===== src/rtl/rf_cmd_ctrl_pkg.sv =====
// rtl/rf_cmd_ctrl_pkg.sv - shared opcodes, FSM encoding and size defaults for rf_cmd_ctrl
//
// Contents:
//   WIDTH_DEF / NREG_DEF / AW_DEF : default register width, count and address width
//   op_e                          : command opcodes (LOAD, COPY, SWAP, READ)
//   state_e                       : controller states (IDLE, RD, WR1, WR2)
package rf_cmd_ctrl_pkg;

    localparam int WIDTH_DEF = 16;
    localparam int NREG_DEF  = 8;
    localparam int AW_DEF    = 3;

    typedef enum logic [1:0] {
        OP_LOAD = 2'd0,
        OP_COPY = 2'd1,
        OP_SWAP = 2'd2,
        OP_READ = 2'd3
    } op_e;

    typedef enum logic [1:0] {
        ST_IDLE = 2'd0,
        ST_RD   = 2'd1,
        ST_WR1  = 2'd2,
        ST_WR2  = 2'd3
    } state_e;

endpackage


===== src/rtl/rf_cmd_ctrl_onehot_dec.sv =====
// rtl/rf_cmd_ctrl_onehot_dec.sv - AW-to-NREG one-hot decoder with enable
//
// Ports:
//   i_en     : when 0 the output is all zeros
//   i_idx    : binary index to decode
//   o_onehot : one-hot vector, bit i_idx set when enabled
module onehot_dec #(
    parameter int AW   = 3,
    parameter int NREG = 8
) (
    input  logic            i_en,
    input  logic [AW-1:0]   i_idx,
    output logic [NREG-1:0] o_onehot
);

    always_comb begin
        o_onehot = '0;
        for (int i = 0; i < NREG; i++) begin
            if (i_en && (i_idx == AW'(i))) begin
                o_onehot[i] = 1'b1;
            end
        end
    end

endmodule


===== src/rtl/rf_cmd_ctrl.sv =====
// rtl/rf_cmd_ctrl.sv - command sequencer driving a register file (LOAD/COPY/SWAP/READ)
//
// Ports:
//   clk, reset           : clock; asynchronous active-low reset
//   cmd_valid/cmd_ready  : command handshake, accepted when both high at a rising edge
//   cmd_op/src/dst/data  : opcode, source index, destination index, LOAD immediate
//   ld, Din              : one-hot register write enable and write data
//   oeA, oeB             : one-hot read enables for register-file buses A and B
//   DA, DB               : register-file read buses A and B
//   done                 : one-cycle pulse in the final execute cycle of a command
//   rsp_a, rsp_b         : READ results, valid while done is high for READ, held otherwise
module rf_cmd_ctrl
    import rf_cmd_ctrl_pkg::*;
#(
    parameter int WIDTH = WIDTH_DEF,
    parameter int NREG  = NREG_DEF,
    parameter int AW    = AW_DEF
) (
    input  logic             clk,
    input  logic             reset,
    input  logic             cmd_valid,
    output logic             cmd_ready,
    input  logic [1:0]       cmd_op,
    input  logic [AW-1:0]    cmd_src,
    input  logic [AW-1:0]    cmd_dst,
    input  logic [WIDTH-1:0] cmd_data,
    output logic [NREG-1:0]  ld,
    output logic [WIDTH-1:0] Din,
    output logic [NREG-1:0]  oeA,
    output logic [NREG-1:0]  oeB,
    input  logic [WIDTH-1:0] DA,
    input  logic [WIDTH-1:0] DB,
    output logic             done,
    output logic [WIDTH-1:0] rsp_a,
    output logic [WIDTH-1:0] rsp_b
);

    state_e           r_state;
    state_e           w_next;
    op_e              r_op;
    logic [AW-1:0]    r_src;
    logic [AW-1:0]    r_dst;
    logic [WIDTH-1:0] r_data;
    logic [WIDTH-1:0] r_tmp_a;
    logic [WIDTH-1:0] r_tmp_b;
    logic [WIDTH-1:0] r_rsp_a;
    logic [WIDTH-1:0] r_rsp_b;

    logic             w_accept;
    logic             w_ld_en;
    logic [AW-1:0]    w_ld_idx;
    logic             w_oea_en;
    logic             w_oeb_en;
    logic             w_read_now;

    assign w_accept   = (r_state == ST_IDLE) && cmd_valid;
    assign w_read_now = (r_state == ST_RD) && (r_op == OP_READ);

    // Command fields are only sampled on acceptance, so cmd_* activity while
    // busy cannot disturb the command in flight.
    always_ff @(posedge clk or negedge reset) begin
        if (!reset) begin
            r_state <= ST_IDLE;
            r_op    <= OP_LOAD;
            r_src   <= '0;
            r_dst   <= '0;
            r_data  <= '0;
            r_tmp_a <= '0;
            r_tmp_b <= '0;
            r_rsp_a <= '0;
            r_rsp_b <= '0;
        end else begin
            r_state <= w_next;
            if (w_accept) begin
                r_op   <= op_e'(cmd_op);
                r_src  <= cmd_src;
                r_dst  <= cmd_dst;
                r_data <= cmd_data;
            end
            if (r_state == ST_RD) begin
                r_tmp_a <= DA;
                if (r_op == OP_SWAP) begin
                    r_tmp_b <= DB;
                end
            end
            if (w_read_now) begin
                r_rsp_a <= DA;
                r_rsp_b <= DB;
            end
        end
    end

    always_comb begin
        w_next    = r_state;
        cmd_ready = 1'b0;
        done      = 1'b0;
        w_ld_en   = 1'b0;
        w_ld_idx  = r_dst;
        w_oea_en  = 1'b0;
        w_oeb_en  = 1'b0;
        Din       = '0;
        case (r_state)
            ST_IDLE: begin
                cmd_ready = 1'b1;
                if (cmd_valid) begin
                    w_next = (op_e'(cmd_op) == OP_LOAD) ? ST_WR1 : ST_RD;
                end
            end
            ST_RD: begin
                w_oea_en = 1'b1;
                // COPY only needs the source on bus A.
                w_oeb_en = (r_op != OP_COPY);
                if (r_op == OP_READ) begin
                    done   = 1'b1;
                    w_next = ST_IDLE;
                end else begin
                    w_next = ST_WR1;
                end
            end
            ST_WR1: begin
                w_ld_en  = 1'b1;
                w_ld_idx = r_dst;
                Din      = (r_op == OP_LOAD) ? r_data : r_tmp_a;
                if (r_op == OP_SWAP) begin
                    w_next = ST_WR2;
                end else begin
                    done   = 1'b1;
                    w_next = ST_IDLE;
                end
            end
            ST_WR2: begin
                w_ld_en  = 1'b1;
                w_ld_idx = r_src;
                Din      = r_tmp_b;
                done     = 1'b1;
                w_next   = ST_IDLE;
            end
            default: begin
                w_next = ST_IDLE;
            end
        endcase
    end

    // READ results are passed straight through during the done cycle and
    // held in the response registers afterwards.
    assign rsp_a = w_read_now ? DA : r_rsp_a;
    assign rsp_b = w_read_now ? DB : r_rsp_b;

    onehot_dec #(.AW(AW), .NREG(NREG)) u_ld_dec (
        .i_en     (w_ld_en),
        .i_idx    (w_ld_idx),
        .o_onehot (ld)
    );

    onehot_dec #(.AW(AW), .NREG(NREG)) u_oea_dec (
        .i_en     (w_oea_en),
        .i_idx    (r_src),
        .o_onehot (oeA)
    );

    onehot_dec #(.AW(AW), .NREG(NREG)) u_oeb_dec (
        .i_en     (w_oeb_en),
        .i_idx    (r_dst),
        .o_onehot (oeB)
    );

endmodule

===== config.mk =====
export PLATFORM = sky130hd
export DESIGN_NAME = rf_cmd_ctrl
export DESIGN_NICKNAME = d
export VERILOG_FILES = /design/src/rtl/rf_cmd_ctrl_pkg.sv /design/src/rtl/rf_cmd_ctrl_onehot_dec.sv /design/src/rtl/rf_cmd_ctrl.sv
export SDC_FILE = /design/constraint.sdc
export NUM_CORES = 1
export LEC_CHECK = 0
export ABC_AREA = 1
export BUFFER_PORTS_ARGS = -buffer_cell sky130_fd_sc_hd__buf_2
export CELL_PAD_IN_SITES_DETAIL_PLACEMENT = 1
export CELL_PAD_IN_SITES_GLOBAL_PLACEMENT = 1
export CORE_ASPECT_RATIO = 0.8
export CORE_UTILIZATION = 33
export DETAILED_ROUTE_END_ITERATION = 8
export PLACE_DENSITY_LB_ADDON = 0.25
export SLEW_MARGIN = 20
export SYNTH_ARGS = -nofsm -noshare
export SYNTH_HDL_FRONTEND = slang
export SYNTH_HIERARCHICAL = 1
export SYNTH_SLANG_ARGS = --single-unit

===== constraint.sdc =====
create_clock -name clk -period 1.2 [get_ports clk]
set_input_delay 0 -clock clk [delete_from_list [all_inputs] [get_ports clk]]
set_output_delay 0 -clock clk [all_outputs]
set_load 0.02 [all_outputs]

==> results of run 1 <==
[timing repair]
item,CTS,global route
setup endpoints to repair,163,164
pin swaps,21,61
hold buffers,57,0
gates cloned,6,7
gates resized for setup,277,232
hold endpoints to repair,174,0
setup buffers,17,20
[registers in the layout (all words and copies together), names as in the netlist]
| register | count |
|---|---|
| r_dst | 3 |
| r_tmp_a | 16 |
| r_tmp_b | 16 |
| r_rsp_a | 16 |
| r_rsp_b | 16 |
| r_state | 2 |
| r_src | 3 |
| r_data | 16 |
| r_op | 2 |
[power breakdown]
part | switching [mW] | internal, mW
clock network | 1.44 | 1.89
registers | 1.43 | 4.56
logic | 10.4 | 7.47
[cells by family after synthesis]
kind of cell           count (synthesis)  share of synthesized area
AND/OR/NAND/NOR                      247                     0.2433
AO/OA/AOI/OAI                         86                     0.1107
flip-flops                            90                     0.5414
buffers and inverters                104                     0.1047
[critical path, stage by stage, from the launching register on]
cell and delay, ps:
dfrtp_2 550, inv_4 90, nand4_4 80, buf_12 190, buf_4 200, nand2_1 90
o21ai_2 90, buf_4 180
[metrics by stage]
stage	power, mW	cells	hold slack (ps)	setup WS, ps
after floorplan	11.53	527	-295.6	-60.43
after global placement	14.21	842	11.10	-112.4
after detailed placement	14.62	842	15.52	-187.3
after CTS	21.71	936	1.965	-497.3
after global routing	27.90	956	39.48	-682.4
final	27.16	956	24.00	-650.9
[layout by cell type (no fill, tap or decap), types with 15 or more instances in the layout]
cell and count:
nand2_4 52, buf_2 57, nor2_4 45, buf_6 92, dlygate4sd3_1 57, nand2_1 61, o21ai_2 20, buf_12 16
dfrtp_1 86, buf_4 27, inv_1 73, clkbuf_16 15, o21ai_4 33, nand2_2 61
[metal layers]
| layer | GRT usage | part of all wire |
|---|---|---|
| met1 | 0.3487 | 0.37 |
| met2 | 0.5372 | 0.50 |
| met3 | 0.07330 | 0.060 |
| met4 | 0.1310 | 0.068 |
| met5 | 0 | 0 |
[cell type report]
cell class | instances | share of cell area
timing repair buffer | 264 | 0.3056
inverter | 81 | 0.03758
tap | 171 | 0.02389
timing repair inverter | 1 | 0.0006984
clock inverter | 6 | 0.009778
multi-input combinational | 333 | 0.3438
sequential | 90 | 0.2520
clock buffer | 10 | 0.02668
[worst max path at each step]
| stage | slack, ps | startpoint | depth (start not counted) | end |
|---|---|---|---|---|
| after floorplan | -60 | r_state[0] | 6 | r_data[10] |
| after global placement | -110 | r_state[0] | 6 | Din[3] |
| after detailed placement | -190 | r_state[0] | 9 | ld[1] |
| after CTS | -500 | r_state[0] | 9 | ld[1] |
| after global routing | -680 | r_state[1] | 7 | rsp_a[15] |
| final | -650 | r_state[1] | 7 | rsp_a[15] |
==> flow_summary.json, run 1 <==
{
  "critical_path.endpoint_type": "primary output",
  "grt.total_usage": 0.3014,
  "final_critical_path_setup_slack_ps": -650.9,
  "grt_total_ovfl": 0,
  "gp_congestion": 0.7688,
  "antenna_found_initial": 0,
  "worstHoldStart": "cmd_valid",
  "p_per_area_nw_per_um2": 3032,
  "synth_enable_flop_cells": 0,
  "fin_util": 0.7311,
  "synth_area_leader_cell": "dfrtp_1",
  "synth.yosys.warnings": 6,
  "r2r.worst_path.cells": 9,
  "ys_seq_elements": 90,
  "detailedPlacementHpwl_um": 10120,
  "sequential_cell_area_um2": 2257,
  "largest_net_degree_at_the_start_of_global_routing": 52,
  "route.final.wire_length_um": 27180,
  "design_area_um2": 8957,
  "maxSlewViolCount": 0,
  "cts_root_buffer_type": "clkbuf_16",
  "async_flop_share": 1.000,
  "firstDrtPassIters": 5,
  "wl_per_cell_um": 28.43,
  "synthesis.area_per_instance_um2": 7.894,
  "clock_net_sink_count": 90,
  "synthDistinctLibCells": 21,
  "via_count": 5171,
  "design.core.area_um2": 12250,
  "nNetsFinal": 839,
  "min_to": "r_dst[0]",
  "clk-insertion-delay-late_ps": 370,
  "ir_worst_vdd_mv": 1.915,
  "route.antenna.remaining_nets": 0,
  "tritoncts": "done",
  "finalHoldViolCount": 0,
  "yosys-top-cells-area": "dfrtp_1, nand2_1, inv_1",
  "startpoint_class_of_the_critical_path": "flip-flop",
  "slew-limit-headroom": 0.6368,
  "die_footprint_um2": 13060,
  "boundary_pins": 133,
  "crit_fanout": 14,
  "synthesis.instances": 527,
  "chipHeight_um": 102.4,
  "drive_above_1_share": 0.6191,
  "predominant_post_synthesis_flop_cell": "dfrtp_1",
  "worst_hold_path_type": "primary input to flip-flop",
  "run_status": "finished, violations left",
  "tightest_slew_ps": 544.9,
  "synth_nets": 586,
  "first_iter_violations": 288,
  "fp.dieW_um": 127.5,
  "synth-seq-area-share": 0.5414,
  "timing.rr.end": "r_tmp_b[10]",
  "netlist.area_leader.share": 0.5414,
  "violations": "setup timing",
  "setup_viol_count_final": 164,
  "drc": 0,
  "number_of_antenna_diodes": 0,
  "start_util": 0.3396,
  "setup-tns-final_ps": -67350,
  "yosysMostFrequentCell": "nand2_1",
  "first_global_vias": 5227,
  "yosys-top-cells-count": "nand2_1, dfrtp_1, inv_1",
  "final.period_utilization": 1.542,
  "cts-htree-levels": 3,
  "post_synth_instance_area_um2": 4160,
  "multiInputGateArea_um2": 3079,
  "worst_clock_skew_ps": 7.633,
  "num_rows": 36,
  "vias_per_instance": 5.409,
  "fill_cells": 1221,
  "port_buffers": 132,
  "final_period_minus_worst_setup_slack_ps": 1851,
  "power.static_leakage_nw": 4.208,
  "cts.reportedPaths.clkPinSlew_ps": 70,
  "critPathRequiredTime_ps": 1200,
  "worst_r2r_startpoint": "r_state[1]",
  "worst_hold_path.num_cells": 3,
  "cts_made_buffers": 9,
  "r2r_setup_slack_ps": -580,
  "max-cap-violations": 0,
  "grt_pass1_wl_um": 28630,
  "area.growth.synth_to_final_pct": 115.3,
  "arrival_ps": 1850,
  "path_class": "flip-flop to primary output",
  "fmax_ghz": 0.5403,
  "max-clock-path-buffers": 2,
  "grt_setup_unrepaired": "true",
  "placed_cell_area_um2": 5799
}
Power figures use the tool's default switching activity.
==> run 2: changes to the inputs <==
ABC_AREA = not set   (was 1)
CORE_UTILIZATION = 36   (was 33)
==> run 2 against run 1 <==
Effect of this change: the run still ends with setup timing left; clock power grew 1%; global-route usage down 5.6 points; sequential share of layout area is 4.1 points higher; critical endpoint is now ld[2].
==> flow_summary.json, run 2 <==
{
  "slowest_stage": "dfrtp_2",
  "grt.total_usage": 0.2456,
  "detailedPlacementHpwl_um": 8344,
  "arrival_ps": 1860,
  "gp_congestion": 0.7475,
  "route.antenna.remaining_nets": 0,
  "largest_net_degree_at_the_start_of_global_routing": 37,
  "ir_worst_vdd_mv": 1.241,
  "grt_total_ovfl": 0,
  "power_switching_share": 0.3749,
  "maxSlewViolCount": 0,
  "run_status": "finished, violations left",
  "final.period_utilization": 1.551,
  "finalHoldViolCount": 0,
  "design_area_um2": 7711,
  "predominant_post_synthesis_flop_cell": "dfrtp_1",
  "dpl.cell_count": 629,
  "synthesis.area_per_instance_um2": 13.10,
  "max-clock-path-buffers": 2,
  "route.final.wire_length_um": 15860,
  "multiInputGateArea_um2": 2441,
  "internal_power_mw": 13.76,
  "clock_net_sink_count": 90,
  "slew-limit-headroom": 0.7521,
  "start_util": 0.3707,
  "sequentialPowerShare": 0.259,
  "vias_per_instance": 5.100,
  "power.switching_mw": 8.251,
  "setup_viol_count_final": 164,
  "wl_per_cell_um": 21.70,
  "synth_enable_flop_cells": 0,
  "placed_cell_area_um2": 5602,
  "tightest_slew_ps": 368.0,
  "final_period_minus_worst_setup_slack_ps": 1861,
  "drive_above_1_share": 0.6621,
  "yosys-top-cells-area": "dfrtp_1, mux2_2, mux2_4",
  "crit_fanout": 8,
  "yosysMostFrequentCell": "dfrtp_1",
  "netlist.area_leader.share": 0.5275,
  "tritoncts": "done",
  "post_synth_instance_area_um2": 4269,
  "clk-insertion-delay-late_ps": 340,
  "port_buffers": 132,
  "final_common_cell": "dfrtp_1",
  "grt_setup_unrepaired": "true",
  "first_iter_violations": 91,
  "final-instance-count-excl-fill": 731,
  "final_critical_path_setup_slack_ps": -660.9,
  "area.growth.synth_to_final_pct": 80.63,
  "power.share.combinational": 0.587,
  "chipHeight_um": 99.40,
  "setup-tns-final_ps": -72640,
  "antenna_found_initial": 0,
  "cts_root_buffer_type": "clkbuf_16",
  "violations": "setup timing",
  "die_footprint_um2": 12300,
  "via_count": 3728,
  "synthDistinctLibCells": 26,
  "fill_cells": 1092,
  "startpoint_class_of_the_critical_path": "flip-flop",
  "synth_nets": 385,
  "sequential_cell_area_um2": 2257,
  "ys_seq_elements": 90,
  "synth-seq-area-share": 0.5275,
  "number_of_antenna_diodes": 0,
  "synth.yosys.warnings": 6,
  "worst_hold_path_type": "primary input to flip-flop",
  "p_per_area_nw_per_um2": 2854,
  "boundary_pins": 133,
  "firstDrtPassIters": 4,
  "max-cap-violations": 0,
  "cts_made_buffers": 9,
  "synthesis.instances": 326,
  "fp.dieW_um": 123.8,
  "design.core.area_um2": 11520,
  "cts.reportedPaths.clkPinSlew_ps": 70,
  "power.static_leakage_nw": 3.704,
  "fin_util": 0.6695,
  "worst_clock_skew_ps": 8.602,
  "cts-htree-levels": 3,
  "critPathRequiredTime_ps": 1200,
  "path_class": "flip-flop to primary output",
  "async_flop_share": 1.000,
  "first_global_vias": 4029,
  "worst_path_most_repeated_cell": "buf_4",
  "drc": 0,
  "synth_area_leader_cell": "dfrtp_1",
  "nNetsFinal": 637,
  "fmax_ghz": 0.5374,
  "grt_pass1_wl_um": 22270,
  "critical-path-max-stage-delay_ps": 410,
  "clock_power_share": 0.153,
  "num_rows": 35,
  "yosys-top-cells-count": "dfrtp_1, nand2_1, mux2_2",
  "critical_path.cell_chain": "buf_4, nand2_2, mux2_4, and4bb_2, buf_4",
  "layout.cells.most_common_list": "dfrtp_1, buf_2, mux2_4",
  "critical_path.endpoint_type": "primary output"
}
## run 2: cell types whose count changed in the layout (fill, tap and decap cells not counted), moves of 14 or more
cell / change
inv_1: -73
mux2_4: +70
nand2_2: -51
nor2_4: -42
nand2_4: -41
o21ai_4: -33
nand2_1: -31
buf_6: -23
o21ai_2: -20
o21ai_0: +17
buf_2: +14
buf_4: +14
## run 2: logic make-up after synthesis
| logic type | share of synthesized area |
|---|---|
| multiplexers | 0.2644 |
| flip-flops | 0.5275 |
| AND/OR/NAND/NOR | 0.1298 |
| AO/OA/AOI/OAI | 0.04484 |
| buffers and inverters | 0.03341 |
## run 2: timing repair
action                                 CTS  global route
pin swaps                               18            16
gates resized for setup                145            92
endpoints found under the hold margin  176             0
buffers inserted                        15            14
setup endpoints to repair              164           164
hold buffers                            57             0
cloned                                   5             2
## run 2: worst paths after layout
check                              to  cells past startpoint        from  slack, ps
setup / recovery                ld[2]                      5  r_state[1]       -660
hold / removal             r_state[0]                      4   cmd_valid         80
setup reg to reg            r_data[4]                      7  r_state[0]       -580
hold reg to reg            r_rsp_a[9]                      1  r_rsp_a[9]        490
max in group asynchronous     r_op[1]                      3       reset        550
min in group asynchronous   r_data[4]                      2       reset        110
## run 2: critical path: cells and delay by family, from the launching register on
kind,cells,cell delay [ps]
muxes,1,360
buffers and inverters,2,300
DFF,1,410
and+or+nand+nor,2,440
## run 2: cell type report
cell class,count,share of cell area
Inverter,3,0.002758
Clock buffer,11,0.03148
Multi-Input combinational cell,215,0.3166
Sequential cell,90,0.2927
Timing Repair Buffer,259,0.3182
Tap cell,148,0.02401
Clock inverter,5,0.01428
## run 2: layer usage
| metal | wire, µm | track usage |
|---|---|---|
| met5 | 0 | 0 |
| met1 | 6494 | 0.3005 |
| met2 | 8657 | 0.4444 |
| met3 | 484 | 0.04472 |
| met4 | 225 | 0.05561 |
## run 2: through the flow
stage / setup WS (ps) / total power [mW] / hold slack, ps
6_report: -660.9 / 22.01 / 78.06
5_1_grt: -717.5 / 23.00 / 95.34
4_1_cts: -602.5 / 20.37 / 47.38
3_5_place_dp: -305.5 / 14.28 / -65.17
3_3_place_gp: -275.4 / 14.01 / -75.01
2_1_floorplan: -350.0 / 11.29 / -295.6
## run 2: power by group through the flow
stage	Sequential [mW]	Combinational [mW]	Clock, mW
2_1_floorplan	5.32	5.97	0
3_3_place_gp	5.37	8.64	0
3_5_place_dp	5.43	8.85	0
4_1_cts	5.55	11.4	3.40
5_1_grt	5.84	13.6	3.54
6_report	5.71	12.9	3.37
==> run 3: changes to the inputs <==
CELL_PAD_IN_SITES_DETAIL_PLACEMENT = not set   (was 1)
CELL_PAD_IN_SITES_GLOBAL_PLACEMENT = not set   (was 1)
CORE_UTILIZATION = 50   (was 36)
PLACE_DENSITY = 0.78   (was not set)
PLACE_DENSITY_LB_ADDON = not set   (was 0.25)
clock period = 2.3 ns   (was 1.2 ns; I/O delays follow)
==> run 3 against run 2 <==
Effect of this change: the flow now finishes without violations; cell area down 25%; final cell count is 14% lower; non-clock buffer count decreased by 61; global-route usage is 0.72 points higher; clock power shrank 67%; sequential power decreased by 49%; clock skew increased by 2.5 ps; wire length down 33%; worst setup slack improved by 810 ps; first-iteration DRC count is 35% higher; via count shrank 12%; combinational power is 71% lower; critical path type unchanged; largest power group unchanged.
==> flow_summary.json, run 3 (synthesis gave the netlist of run 2 again) <==
{
  "run_status": "complete, no violations",
  "final_common_cell": "buf_2",
  "maxSlewViolCount": 0,
  "route.final.wire_length_um": 10670,
  "cts_made_buffers": 9,
  "boundary_pins": 133,
  "cts-htree-levels": 3,
  "design.core.area_um2": 8092,
  "die_footprint_um2": 8914,
  "startpoint_class_of_the_critical_path": "flip-flop",
  "arrival_ps": 2150,
  "slew-limit-headroom": 0.5483,
  "start_util": 0.5276,
  "worst_hold_path_type": "primary input to flip-flop",
  "via_count": 3295,
  "max-clock-path-buffers": 2,
  "gp_congestion": 0.7603,
  "firstDrtPassIters": 4,
  "setup_viol_count_final": 0,
  "crit_fanout": 25,
  "tritoncts": "done",
  "power.static_leakage_nw": 2.879,
  "clk-insertion-delay-late_ps": 360,
  "drive_above_1_share": 0.5019,
  "final_period_minus_worst_setup_slack_ps": 2149,
  "critical_path.endpoint_type": "primary output",
  "vias_per_instance": 5.230,
  "drc": 0,
  "timing_startpoint_of_the_critical_path": "r_state[1]",
  "nNetsFinal": 576,
  "area.growth.synth_to_final_pct": 36.20,
  "grt_setup_unrepaired": "false",
  "finalHoldViolCount": 0,
  "layout.cells.most_common_list": "buf_2, dfrtp_1, dlygate4sd3_1",
  "pre_cts_slack_ps": 485.6,
  "grt.total_usage": 0.2528,
  "detailedPlacementHpwl_um": 6949,
  "path_class": "flip-flop to primary output",
  "worst_clock_skew_ps": 11.12,
  "antenna_found_initial": 0,
  "final.period_utilization": 0.9344,
  "final_critical_path_setup_slack_ps": 150.9,
  "grt_pass1_wl_um": 17180,
  "worstHoldStart": "cmd_valid",
  "cts_root_buffer_type": "clkbuf_8",
  "num_rows": 29,
  "first_iter_violations": 123,
  "largest_net_degree_at_the_start_of_global_routing": 52,
  "setup-tns-final_ps": 0,
  "number_of_antenna_diodes": 0,
  "wl_per_cell_um": 16.93,
  "critPathRequiredTime_ps": 2300,
  "worst_r2r_startpoint": "r_state[1]",
  "worst_hold_path.num_cells": 4,
  "max-cap-violations": 0,
  "fp.dieW_um": 105.3,
  "route.antenna.remaining_nets": 0,
  "p_per_area_nw_per_um2": 1328,
  "r2r.worst_path.cells": 5,
  "chipHeight_um": 84.65,
  "grt_total_ovfl": 0,
  "ir_worst_vdd_mv": 0.7473,
  "port_buffers": 132,
  "clock_net_sink_count": 90,
  "tightest_slew_ps": 677.5,
  "cts.reportedPaths.clkPinSlew_ps": 90,
  "fmax_ghz": 0.4653,
  "first_global_vias": 3284
}
==> run 3: worst max-delay path: stages, from the launching register on <==
cell	delay (ps)
dfrtp_1	400
nand2b_1	220
inv_6	200
nand3_4	220
buf_12	260
mux2_4	320
buf_2	170
==> run 3: final timing paths <==
| kind | slack (ps) | to |
|---|---|---|
| worst min-delay path | 10 | r_state[0] |
| worst min register to register | 480 | r_tmp_a[15] |
| min in group asynchronous | 210 | r_rsp_a[1] |
| max in group asynchronous | 1420 | r_data[12] |
| worst max-delay path | 150 | rsp_b[6] |
| worst max register to register | 490 | r_data[12] |
==> run 3: per-layer routing <==
| metal | share of wire | wire (µm) | vias up | track usage |
|---|---|---|---|---|
| li1 | - | - | 1544 | - |
| met1 | 0.44 | 4718 | 1624 | 0.3309 |
| met2 | 0.49 | 5242 | 113 | 0.4193 |
| met3 | 0.051 | 549 | 14 | 0.06211 |
| met4 | 0.015 | 158 | 0 | 0.07426 |
| met5 | 0 | 0 | - | 0 |
==> run 3: metrics by stage <==
step | cell area, µm² | total power, mW | utilization | hold WS (ps) | cells
6_report | 5814 | 7.722 | 0.7186 | 13.19 | 630
5_1_grt | 5814 | 8.192 | 0.7186 | 39.50 | 630
4_1_cts | 5813 | 7.738 | 0.7184 | 0.8306 | 630
3_5_place_dp | 5034 | 6.544 | 0.6221 | 75.13 | 557
3_3_place_gp | 5034 | 6.398 | 0.6221 | 77.85 | 557
2_1_floorplan | 4269 | 5.488 | - | -295.6 | 326
==> run 3: what timing repair did <==
action / in CTS / in global routing
setup endpoints to repair: 0 / 23
setup buffers: 0 / 0
resized for setup: 0 / 1
hold endpoints to repair: 138 / 0
hold buffers: 57 / 0
==> run 3: area by class of cell <==
| type | count | area, µm² |
|---|---|---|
| fill | 582 | 2277 |
| clock buffer | 10 | 137.6 |
| multi-input combinational | 215 | 1874 |
| sequential | 90 | 2253 |
| tap | 108 | 135.1 |
| timing repair buffer | 198 | 1326 |
| clock inverter | 6 | 71.32 |
| inverter | 3 | 16.27 |
==> run 3: power breakdown <==
group / switching, mW / internal, mW
sequential: 0.526 / 2.38
clock: 0.568 / 0.541
combinational: 1.98 / 1.72
